==> config.mk <==
export PLATFORM = sky130hd
export DESIGN_NAME = csa_err_recovery
export DESIGN_NICKNAME = d
export VERILOG_FILES = /design/src/rtl/csa_err_recovery.sv
export SDC_FILE = /design/constraint.sdc
export NUM_CORES = 1
export LEC_CHECK = 0
export ABC_AREA = 1
export CAP_MARGIN = 15
export CORE_ASPECT_RATIO = 0.9
export CORE_UTILIZATION = 55
export CTS_BUF_LIST = sky130_fd_sc_hd__clkbuf_8
export DETAILED_ROUTE_END_ITERATION = 10
export MAX_ROUTING_LAYER = met4
export PLACE_DENSITY_LB_ADDON = 0.2
export REMOVE_ABC_BUFFERS = 1
export SETUP_SLACK_MARGIN = 0.3
export SLEW_MARGIN = 20
export SYNTH_ARGS = -nofsm -noshare
export SYNTH_HDL_FRONTEND = slang
export SYNTH_SLANG_ARGS = --single-unit
==> constraint.sdc <==
create_clock -name clk -period 6 [get_ports clk]
set_clock_uncertainty 0.15 [all_clocks]
set_input_delay 1.5 -clock clk [delete_from_list [all_inputs] [get_ports clk]]
set_output_delay 1.5 -clock clk [all_outputs]
set_load 0.01 [all_outputs]
==> src/rtl/csa_err_recovery.sv <==
// csa_err_recovery
// Stage behind the carry-speculative adder's error detector. A clean
// speculative result is forwarded after one cycle. A flagged result is
// dropped. The exact sum is then rebuilt one BLK-bit block per cycle,
// starting from the LSB block, using the captured operands.
//
// Ports:
//   clk, rst_n          clock, asynchronous active-low reset
//   in_valid/in_ready   upstream handshake (a, b, cin, spec_sum, spec_cout, err)
//   out_valid/out_ready downstream handshake (sum, cout, corrected)
//   busy                high while the exact sum is being rebuilt
//   corr_count          saturating count of completed corrections
module csa_err_recovery #(
    parameter int WIDTH = 16,
    parameter int BLK   = 4,
    parameter int CNT_W = 16
) (
    input  logic             clk,
    input  logic             rst_n,
    input  logic             in_valid,
    output logic             in_ready,
    input  logic [WIDTH-1:0] a,
    input  logic [WIDTH-1:0] b,
    input  logic             cin,
    input  logic [WIDTH-1:0] spec_sum,
    input  logic             spec_cout,
    input  logic             err,
    output logic             out_valid,
    input  logic             out_ready,
    output logic [WIDTH-1:0] sum,
    output logic             cout,
    output logic             corrected,
    output logic             busy,
    output logic [CNT_W-1:0] corr_count
);

    localparam int NBLK  = WIDTH / BLK;
    localparam int IDX_W = (NBLK > 1) ? $clog2(NBLK) : 1;

    typedef enum logic [1:0] {
        IDLE    = 2'd0,
        RECOVER = 2'd1,
        HOLD    = 2'd2
    } state_t;

    state_t            state_r;
    state_t            state_nxt_s;
    logic              in_ready_s;
    logic              xfer_s;
    logic              last_s;
    logic [BLK:0]      blk_sum_s;
    logic [WIDTH-1:0]  a_r;
    logic [WIDTH-1:0]  b_r;
    logic              carry_r;
    logic [IDX_W-1:0]  idx_r;
    logic [WIDTH-1:0]  sum_r;
    logic              cout_r;
    logic              corrected_r;
    logic              out_valid_r;
    logic              busy_r;
    logic [CNT_W-1:0]  corr_count_r;

    // Exact (BLK+1)-bit add of one operand slice plus incoming carry.
    function automatic logic [BLK:0] blk_add(input logic [BLK-1:0] x,
                                             input logic [BLK-1:0] y,
                                             input logic           c);
        return {1'b0, x} + {1'b0, y} + {{BLK{1'b0}}, c};
    endfunction

    // Handshake, current correction slice and next-state decode.
    always_comb begin
        in_ready_s  = (state_r == IDLE) | ((state_r == HOLD) & out_ready);
        xfer_s      = in_valid & in_ready_s;
        last_s      = (idx_r == IDX_W'(NBLK - 1));
        blk_sum_s   = blk_add(a_r[idx_r*BLK +: BLK], b_r[idx_r*BLK +: BLK], carry_r);
        state_nxt_s = state_r;
        case (state_r)
            IDLE: begin
                if (xfer_s) begin
                    state_nxt_s = err ? RECOVER : HOLD;
                end else begin
                    state_nxt_s = IDLE;
                end
            end
            RECOVER: begin
                if (last_s) begin
                    state_nxt_s = HOLD;
                end else begin
                    state_nxt_s = RECOVER;
                end
            end
            HOLD: begin
                if (xfer_s) begin
                    state_nxt_s = err ? RECOVER : HOLD;
                end else if (out_ready) begin
                    state_nxt_s = IDLE;
                end else begin
                    state_nxt_s = HOLD;
                end
            end
            default: begin
                state_nxt_s = IDLE;
            end
        endcase
    end

    // State register.
    always_ff @(posedge clk or negedge rst_n) begin
        if (!rst_n) begin
            state_r <= IDLE;
        end else begin
            state_r <= state_nxt_s;
        end
    end

    // Operand capture, block-serial correction and registered outputs.
    always_ff @(posedge clk or negedge rst_n) begin
        if (!rst_n) begin
            a_r          <= {WIDTH{1'b0}};
            b_r          <= {WIDTH{1'b0}};
            carry_r      <= 1'b0;
            idx_r        <= {IDX_W{1'b0}};
            sum_r        <= {WIDTH{1'b0}};
            cout_r       <= 1'b0;
            corrected_r  <= 1'b0;
            out_valid_r  <= 1'b0;
            busy_r       <= 1'b0;
            corr_count_r <= {CNT_W{1'b0}};
        end else if (state_r == RECOVER) begin
            sum_r[idx_r*BLK +: BLK] <= blk_sum_s[BLK-1:0];
            carry_r                 <= blk_sum_s[BLK];
            idx_r                   <= idx_r + IDX_W'(1);
            if (last_s) begin
                cout_r      <= blk_sum_s[BLK];
                corrected_r <= 1'b1;
                out_valid_r <= 1'b1;
                busy_r      <= 1'b0;
                if (corr_count_r != {CNT_W{1'b1}}) begin
                    corr_count_r <= corr_count_r + CNT_W'(1);
                end else begin
                    corr_count_r <= corr_count_r;
                end
            end else begin
                busy_r <= 1'b1;
            end
        end else if (xfer_s) begin
            if (!err) begin
                sum_r       <= spec_sum;
                cout_r      <= spec_cout;
                corrected_r <= 1'b0;
                out_valid_r <= 1'b1;
            end else begin
                // Speculative data is discarded; only operands matter now.
                a_r         <= a;
                b_r         <= b;
                carry_r     <= cin;
                idx_r       <= {IDX_W{1'b0}};
                corrected_r <= 1'b0;
                out_valid_r <= 1'b0;
                busy_r      <= 1'b1;
            end
        end else if ((state_r == HOLD) && out_ready) begin
            out_valid_r <= 1'b0;
        end else begin
            out_valid_r <= out_valid_r;
        end
    end

    assign in_ready   = in_ready_s;
    assign out_valid  = out_valid_r;
    assign sum        = sum_r;
    assign cout       = cout_r;
    assign corrected  = corrected_r;
    assign busy       = busy_r;
    assign corr_count = corr_count_r;

endmodule

# [Yosys cells after proc, flatten, opt, wreduce, memory -nomap -nowiden]
# Cells that the tools add are included.
[totals] register_bits=73 inputBits=55 output_inout_bits=37
[op_classes] n_addsub=5 eq_ne=6 n_shift=4 muxes=31 n_bitwise=4 n_reduce_logical=12
[ops] operator="16-bit two-way mux" n=3
[ops] operator="4-bit negator with 34-bit output" n=1
[ops] operator="4-bit by 34-bit variable shift with 16-bit output, first input constant" n=1
[ops] operator="4-bit by 34-bit variable part select with 16-bit output" n=1
[ops] operator="16-bit by 5-bit variable part select with 4-bit output" n=2
[ops] operator="1-bit two-way mux" n=18
[ops] operator="16-bit by 1-bit adder with 16-bit output, second input constant" n=1
[ops] operator="16-bit bitwise mux" n=1
[ops] operator="2-bit two-way mux" n=8
[ops] operator="16-bit != test, second input constant" n=1
[ops] operator="3-bit AND reduction" n=3
[ops] operator="2-bit AND reduction" n=4
[ops] operator="2-bit case mux with 3 select lines" n=1
[ops] operator="4-bit by 4-bit adder with 5-bit output" n=1
[ops] operator="5-bit by 1-bit adder with 5-bit output" n=1
[ops] operator="2-bit equality test, second input constant" n=2
[ops] operator="2-bit nonzero test" n=2
[ops] operator="3-bit nonzero test" n=1
[ops] operator="2-bit by 1-bit adder with 2-bit output, second input constant" n=1
[ops] operator="1-bit bitwise AND" n=2
[ops] operator="2-bit by 1-bit equality test with 1-bit output, second input constant" n=1
[ops] operator="2-bit logical NOT" n=1
[ops] operator="2-bit by 1-bit != test with 1-bit output, second input constant" n=1
[ops] operator="2-bit != test, second input constant" n=1
[ops] operator="other kinds (3)" n=3

# [Longest topological paths before layout]
# Gate-level depths: netlist of the first run.
[logic_depth] ltp_word=6 ltp_mapped=12

# [Worst setup path before layout of the first run]
# Ideal clock, no wire load.
[synth_path] kind="input port to output port" start="in out_ready" end="out in_ready" arrival_ps=1781 required_time_ps=4350 slack_ps=2569 path_stages=2 path_cell_list="inv_1 -> a21oi_2"
[synth_via] elab_chain_len=2
[synth_lines] item="from (decl)" line="29" source="input logic out_ready,"
[synth_lines] item="1-bit bitwise AND" line="72" source="in_ready_s = (state_r == IDLE) | ((state_r == HOLD) & out_ready);"
[synth_lines] item="1-bit OR" line="72"
[synth_lines] item="to (decl)" line="21" source="output logic in_ready,"
# No other way between the ends.

# [Worst setup path in the final report of the first run]
# Ends and elaborated chain as after synthesis.

==> qor.yml, run 1 <==
wl_mm: 9.315
design_area_um2: 5017
power.switching_uw: 1007
gp_congestion: 0.8757
cts_buffers: 9
reg2reg_depth: 11
leakage_uw: 0.002340
swShare_pct: 42.61
hold_buffers: 0
drtIter0Drc: 223
synth_xor_area_share_pct: 2.486
yosysWarnings: 0
cts-htree-levels: 3
crit_fanout: 3
clk_latency_ns: 0.35
final_util_pct: 74.98
worst_path_max_delay_cell: "clkdlybuf4s50_1"
cts_resized: 0
r2r_end: "carry_r"
synth_top_family_by_area: "simple AND/OR/NAND/NOR gates"
die_height_um: 81.63
avgRoutedWirePerCell_um: 13.54
outcome: "finished clean"
crit_path_start_kind: "input port"
cp_top_family: "buffers and inverters"
nets: 658
min_period_over_period_pct: 73.98
hold_depth: 2
max_stage_delay_ns: 0.57
io_buffers: 91
comb_power_share_pct: 49.0
reg2reg_slack_ns: 2.08
cts_setup_buffers: 0
grt_first_pass_wirelength_mm: 15.60
synth_seq_cells: 73
drtPass1Iterations: 4
synthAdderAreaFrac_pct: 3.616
clk_pin_slew_ns: 0.07
drcViolationCount: 0
slew_headroom_pct: 39.33
cp-end-kind: "output pin"
cap_violations: 0
root_buffer: "clkbuf_8"
die_area_um2: 7385
worst_hold_slack_ns: 0.3259
timing.critical_path.buf_inv: 3
place_area_um2: 4822
vias: 3670
drive_gt1_share_pct: 6.187
antenna_cells: 0
grt_usage_pct: 27.69
core.rowCount: 28
dpl.hpwl_mm: 6.377
ys_seq_area_share_pct: 47.14
required_ns: 4.35
min_from: "corrected"
synthToLayoutAreaGrowth_pct: 29.48
dieWidth_um: 90.48
internal_power_uw: 1356
hold_path_class: "register to register"
power_frac_seq_pct: 34.8
cts_sinks: 73
tns_ns: 0
tightest_slew_ns: 0.9100
hold_violations: 0
syn_area_per_cell_um2: 7.658
synth_top_cell_area_share_pct: 47.14
synthCells: 506
crit_chain: "clkdlybuf4s50_1 > inv_1 > a21oi_2 > clkdlybuf4s50_1"
io_pins: 92
holdPathEnd: "corrected"
period_needed_ns: 4.439
grt-ovfl-total: 0
grt_max_degree: 74
slew_viol_final: 0
synthTopCellsByArea: "dfrtp_1, nand2_1, o21ai_0"
core_um2: 6691
yosysUniqueCellTypes: 35
clkPwrFrac_pct: 16.3
initial_core_util_pct: 57.91
antenna_found_initial: 0
yosys.area_share.simple_pct: 27.83
cp_common_cell: "clkdlybuf4s50_1"
synth_area_um2: 3875
arrival_ns: 2.79
grt_pass1_vias: 3352
timing.rr.start: "idx_r[0]"
via_per_inst: 5.334
power.density_nw_per_um2: 471.0
muxShareOfSynthArea_pct: 0
crit_type: "input port to output pin"
max-vdd-ir-drop_mv: 0.2131
cts_tree: "yes"
setup_viol: 0
synth_compound_area_share_pct: 13.69
clock.fmax_mhz: 225.3
synth_top_area_cell: "dfrtp_1"
rsz0062_at_grt: "no"
ant_nets: 0
clk_path_buf_depth: 2
## power groups by stage
stage	Combinational (µW)	Clock, µW	Sequential, µW
floorplan	707	0	828
global placement	1100	0	819
detailed placement	1130	0	828
CTS	1150	389	820
global route	1290	410	848
finish	1160	384	822
## cells in the final DEF (no fill, tap or decap)
cell	count
a21boi_1	2
a21oi_1	11
a21oi_2	1
a31oi_1	1
buf_2	1
buf_4	2
bufinv_16	1
clkbuf_8	10
clkdlybuf4s50_1	90
clkinv_1	3
clkinv_2	4
clkinvlp_4	1
dfrtp_1	73
fa_1	2
ha_1	8
inv_1	22
inv_2	6
nand2_1	186
nand2_2	3
nand3_1	14
nand3_2	1
nand3b_1	1
nand4_1	7
nor2_1	48
nor2_2	2
nor2_4	1
nor3_1	2
nor3_2	1
o211ai_1	1
o21a_1	1
o21ai_0	67
o21ai_2	1
o21ai_4	1
o21bai_1	1
o22ai_1	10
or2_2	1
xnor2_1	9
xor2_1	2
## sequential cells by signal, indices dropped and copies added, names as in the netlist
name	flops
corr_count	16
busy	1
sum	16
out_valid	1
state_r	2
a_r	16
corrected	1
cout	1
idx_r	2
carry_r	1
b_r	16
## Yosys cell counts (all sizes together)
master  number
dfrtp       73
nand3       15
fa           2
xnor2        9
or2          1
a21boi       2
o22ai       10
xor2         2
inv         28
clkbuf       8
buf          9
nor3         3
nand2      189
a31oi        1
o21bai       1
clkinv       3
o21ai       69
o211ai       1
nand4        7
ha           8
a21oi       12
o21a         1
nor2        51
nand3b       1
## cell type report
cell class	count	area (µm²)
clock buffers	10	137.6
clock inverters	6	57.56
fillers	505	1674
inverters	31	116.4
multi-input cells	385	1846
flip-flops and latches	73	1827
well taps	90	112.6
repair buffers	93	920.9
## routing by layer
metal | vias to the layer above | routed length, µm | GRT usage [%]
met2 | 161 | 4271 | 43.64
met5 | - | 0 | -
met4 | 0 | 212 | 12.42
li1 | 1810 | - | -
met1 | 1679 | 4218 | 36.11
met3 | 20 | 612 | 3.981
## logic make-up (layout without fill, tap and decap cells)
kind of cell | Yosys count | after routing
simple gates | 267 | 267
buf+inv | 48 | 140
compound gates | 97 | 97
flops | 73 | 73
xor+xnor | 11 | 11
fa+ha+maj | 10 | 10
## worst max-delay path by stage
| stage | startpoint | to | slack [ns] | cells after the start |
|---|---|---|---|---|
| 2_1_floorplan | out_ready | in_ready | 2.57 | 2 |
| 3_3_place_gp | out_ready | in_ready | 1.59 | 4 |
| 3_5_place_dp | out_ready | in_ready | 1.57 | 4 |
| 4_1_cts | out_ready | in_ready | 1.56 | 4 |
| 5_1_grt | out_ready | in_ready | 1.51 | 4 |
| 6_report | out_ready | in_ready | 1.56 | 4 |
## stage by stage
| step | setup slack [ns] | power (µW) | std cells |
|---|---|---|---|
| after floorplan | 2.569 | 1536 | 489 |
| after global placement | 1.590 | 1914 | 672 |
| after detailed placement | 1.574 | 1958 | 672 |
| after CTS | 1.560 | 2358 | 688 |
| after global routing | 1.512 | 2551 | 688 |
| final | 1.561 | 2363 | 688 |
## worst register-to-register path, stage by stage, from the launching register on
cell and delay [ns]:
dfrtp_1 0.88, clkinv_1 0.70, o21ai_0 0.34, o22ai_1 0.13, fa_1 0.47, fa_1 0.40
nand2_1 0.17, a21oi_1 0.08, o21ai_0 0.27, nand2_1 0.10, nand2_1 0.08, nand2_1 0.05
Power figures use the tool's default switching activity.
==> run 2, diff against run 1 <==
- CORE_UTILIZATION: 55 -> 52
- clock period: 6 -> 4.6 ns (I/O delays scaled with it)
==> qor.yml, run 2 (synthesized netlist as in run 1, its figures left out) <==
crit_type: "input port to output pin"  # unchanged
hold_buffers: 0  # unchanged
root_buffer: "clkbuf_8"  # unchanged
hold_violations: 0  # unchanged
required_ns: 3.30  # was 4.35 ns
max_stage_delay_ns: 0.57  # about the same
clk_path_buf_depth: 2  # unchanged
slew_headroom_pct: 58.53  # was 39.33%
io_buffers: 91  # unchanged
synthToLayoutAreaGrowth_pct: 30.16  # was 29.48%
outcome: "finished clean"  # unchanged
crit_path_start_kind: "input port"  # unchanged
initial_core_util_pct: 54.49  # was 57.91%
grt_first_pass_wirelength_mm: 16.04  # was 15.60 mm
ant_nets: 0  # unchanged
setup_viol: 0  # unchanged
antenna_found_initial: 0  # unchanged
cts_resized: 0  # unchanged
mostFrequentLayoutCells: "nand2_1, clkdlybuf4s50_1, dfrtp_1"  # unchanged
cts_setup_buffers: 0  # unchanged
cp-end-kind: "output pin"  # unchanged
dpl.hpwl_mm: 6.652  # was 6.377 mm
via_per_inst: 5.312  # was 5.334
cts-htree-levels: 3  # unchanged
core_um2: 7112  # was 6691 µm²
die_area_um2: 7802  # was 7385 µm²
clk_pin_slew_ns: 0.07  # about the same
drcViolationCount: 0  # unchanged
drtIter0Drc: 273  # was 223
cts_tree: "yes"  # unchanged
leakage_uw: 0.002360  # was 0.002340 µW
tightest_slew_ns: 0.6214  # was 0.9100 ns
period_needed_ns: 3.756
vias: 3681  # was 3,670
grt-ovfl-total: 0  # unchanged
drtPass1Iterations: 5  # was 4
tns_ns: 0  # unchanged
cts_sinks: 73  # unchanged
min_period_over_period_pct: 81.65
core.rowCount: 29  # was 28
nets: 661  # was 658
drive_gt1_share_pct: 6.333  # was 6.187%
crit_fanout: 3  # unchanged
crit_chain: "clkdlybuf4s50_1 > inv_1 > a21oi_2 > clkdlybuf4s50_1"  # unchanged
hold_path_class: "register to register"  # unchanged
rsz0062_at_grt: "no"  # unchanged
wl_mm: 9.354  # was 9.315 mm
cts_buffers: 9  # unchanged
slew_viol_final: 0  # unchanged
cp_top_family: "buffers and inverters"  # unchanged
crit_start: "out_ready"  # unchanged
clk_latency_ns: 0.34  # was 0.35 ns
timing.critical_path.buf_inv: 3  # unchanged
grt_max_degree: 49  # was 74
max-vdd-ir-drop_mv: 0.2701  # was 0.2131 mV
worst_path_max_delay_cell: "clkdlybuf4s50_1"  # unchanged
antenna_cells: 0  # unchanged
power.density_nw_per_um2: 613.2  # was 471.0 nW/µm²
clock.fmax_mhz: 266.3
cap_violations: 0  # unchanged
die_height_um: 83.90  # was 81.63 µm
worst_hold_slack_ns: 0.3241  # was 0.3259 ns
cp_common_cell: "clkdlybuf4s50_1"  # unchanged
layout_commonest_cell: "nand2_1"  # unchanged
gp_congestion: 0.8678  # was 0.8757
arrival_ns: 2.46  # was 2.79 ns
grt_pass1_vias: 3461  # was 3,352
avgRoutedWirePerCell_um: 13.50  # was 13.54 µm
timing.rr.start: "idx_r[1]"  # was idx_r[0]
dieWidth_um: 93.00  # was 90.48 µm
grt_usage_pct: 26.81  # was 27.69%
min_from: "out_valid"  # was corrected
io_pins: 92  # unchanged
## run 2: through the flow
stage / power (µW) / instances / util, % / instance area (µm²) / worst slack (ns)
floorplan: 2003 / 489 / - / 3789 / 1.475
global placement: 2537 / 678 / 68.17 / 4848 / 0.8871
detailed placement: 2590 / 678 / 68.17 / 4848 / 0.8304
CTS: 3096 / 693 / 70.92 / 5044 / 0.8288
global route: 3362 / 693 / 70.92 / 5044 / 0.7786
finish: 3093 / 693 / 70.92 / 5044 / 0.8441
## run 2: power breakdown
group	switching, µW	leakage [µW]	internal [µW]	total (µW)
Combinational	922	0.00133	632	1550
Sequential	150	0.000923	892	1040
Clock	223	0.000106	273	497
Total	1300	0.00236	1800	3090
## run 2: final timing paths
kind	end	slack (ns)	cells after the start
max reg2reg	carry_r	1.37	11
max in group asynchronous	carry_r	2.64	2
max	in_ready	0.84	4
min reg2reg	out_valid	0.32	2
min in group asynchronous	sum[3]	0.65	1
min	out_valid	0.32	2
## run 2: layer usage
metal / up-vias / part of all wire [%] / global-route usage [%]
met5: - / 0 / -
met4: 0 / 1.6 / 6.853
met1: 1720 / 45 / 35.96
met2: 137 / 46 / 40.98
li1: 1811 / - / -
met3: 13 / 7.1 / 6.557
## run 2: area by class of cell
cell class	instances	area, µm²
Sequential cell	73	1827
Clock buffer	11	151.4
Tap cell	93	116.4
Inverter	31	116.4
Fill cell	592	2068
Timing Repair Buffer	96	943.4
Clock inverter	4	43.79
Multi-Input combinational cell	385	1846
## run 2: tightest hold or removal path: stages, from the launching register on
cell,delay (ns)
dfrtp_1,0.35
nand2_1,0.05
nand2_1,0.05
==> run 3, diff against run 2 <==
- CORE_UTILIZATION: 52 -> 47
- clock period: 4.6 -> 3.35 ns (I/O delays scaled with it)
==> qor.yml, run 3 (synthesized netlist as in run 1, its figures left out) <==
outcome: "finished, violations left"  # was finished clean
violations: "design-rule violations"
clk_latency_ns: 0.35  # was 0.34 ns
antenna_found_initial: 0  # unchanged
crit_chain: "clkdlybuf4s50_1 > inv_1 > a21oi_2 > dlygate4sd2_1"  # was clkdlybuf4s50_1 > inv_1 > a21oi_2 > clkdlybuf4s50_1
max_stage_delay_ns: 0.45  # was 0.57 ns
grt_usage_pct: 24.25  # was 26.81%
synthToLayoutAreaGrowth_pct: 30.77  # was 30.16%
nFillCells: 766  # was 592
crit_type: "input port to output pin"  # unchanged
grt-ovfl-total: 0  # unchanged
crit_fanout: 3  # unchanged
final_cells: 703  # was 693
nets: 666  # was 661
tns_ns: 0  # unchanged
ant_nets: 0  # unchanged
cts-htree-levels: 3  # unchanged
root_buffer: "clkbuf_8"  # unchanged
clk_pin_slew_ns: 0.07  # about the same
drtIter0Drc: 233  # was 273
wl_mm: 9.433  # was 9.354 mm
max-vdd-ir-drop_mv: 0.3512  # was 0.2701 mV
worst_path_max_delay_cell: "clkdlybuf4s50_1"  # unchanged
tightest_slew_ns: 0.9199  # was 0.6214 ns
cts_sinks: 73  # unchanged
cts_tree: "yes"  # unchanged
slew_viol_final: 0  # unchanged
dieWidth_um: 97.71  # was 93.00 µm
clk_path_buf_depth: 2  # unchanged
dpl.hpwl_mm: 6.783  # was 6.652 mm
vias: 3684  # was 3,681
die_area_um2: 8612  # was 7802 µm²
crit_path_start_kind: "input port"  # unchanged
hold_buffers: 0  # unchanged
drcViolationCount: 16  # was 0
min_period_over_period_pct: 84.53
period_needed_ns: 2.832
rsz0062_at_grt: "no"  # unchanged
mostFrequentLayoutCells: "nand2_1, clkdlybuf4s50_1, dfrtp_1"  # unchanged
io_buffers: 91  # unchanged
arrival_ns: 1.84  # was 2.46 ns
hold_violations: 0  # unchanged
required_ns: 2.36  # was 3.30 ns
cp_top_family: "buffers and inverters"  # unchanged
grt_pass1_vias: 3511  # was 3,461
placedCellCount: 687  # was 678
slew_headroom_pct: 38.67  # was 58.53%
reg2reg_slack_ns: 0.57  # was 1.37 ns
clock.fmax_mhz: 353.2
drtPass1Iterations: 7  # was 5
via_per_inst: 5.240  # was 5.312
grt_max_degree: 74  # was 49
core_um2: 8029  # was 7112 µm²
gp_congestion: 0.8623  # was 0.8678
antenna_cells: 0  # unchanged
hold_path_class: "register to register"  # unchanged
avgRoutedWirePerCell_um: 13.42  # was 13.50 µm
cts_buffers: 9  # unchanged
timing.critical_path.buf_inv: 3  # unchanged
power.density_nw_per_um2: 834.2  # was 613.2 nW/µm²
layout_commonest_cell: "nand2_1"  # unchanged
setup_viol: 0  # unchanged
leakage_uw: 0.002365  # was 0.002360 µW
cap_violations: 0  # unchanged
core.rowCount: 31  # was 29
die_height_um: 88.14  # was 83.90 µm
cp-end-kind: "output pin"  # unchanged
grt_first_pass_wirelength_mm: 16.05  # was 16.04 mm
initial_core_util_pct: 48.26  # was 54.49%
io_pins: 92  # unchanged
drive_gt1_share_pct: 7.285  # was 6.333%
## run 3: worst paths after layout
path	startpoint	depth (start not counted)	endpoint
worst max register to register	idx_r[1]	11	carry_r
worst max-delay path	out_ready	4	in_ready
worst min register to register	corrected	2	corrected
min in group asynchronous	rst_n	1	sum[1]
max in group asynchronous	rst_n	1	sum[10]
worst min-delay path	corrected	2	corrected
## run 3: timing repair
action,in CTS,in global routing
setup endpoints to repair,1,4
resized for setup,1,1
buffers inserted,0,2
cloned,0,0
## run 3: layer usage
layer	GRT usage, %	share of wire (%)
met5	-	0
met4	8.678	1.5
met3	4.070	6.3
met2	38.30	45
met1	31.80	47
## run 3: cell type report
type	count	area, µm²	area share, %
clock buffer	11	151.4	2.988
clock inverter	3	17.52	0.3457
inverter	31	120.1	2.370
multi-input combinational	385	1846	36.42
sequential	73	1827	36.05
tap	99	123.9	2.444
timing repair buffer	101	982.2	19.38
## run 3: power by group
part | internal, µW | total (µW) | leakage [µW] | switching [µW]
registers | 1230 | 1440 | 0.000923 | 218
clock network | 298 | 616 | 0.0000871 | 317
logic | 903 | 2170 | 0.00135 | 1270
## run 3: worst min-delay path: stages (launching register included)
cell     delay, ns
dfrtp_1       0.34
nand2_1       0.05
nand2_1       0.05
## run 3: stage by stage
stage	setup WS [ns]	power, µW	cell area (µm²)	hold WS [ns]	utilization [%]
2_1_floorplan	0.2246	2751	3789	0.3119	-
3_3_place_gp	0.2596	3520	4881	0.3061	60.79
3_5_place_dp	0.2477	3605	4881	0.3148	60.79
4_1_cts	0.4997	4226	5049	0.3303	62.88
5_1_grt	0.3551	4611	5067	0.3526	63.11
6_report	0.5184	4227	5067	0.3264	63.11
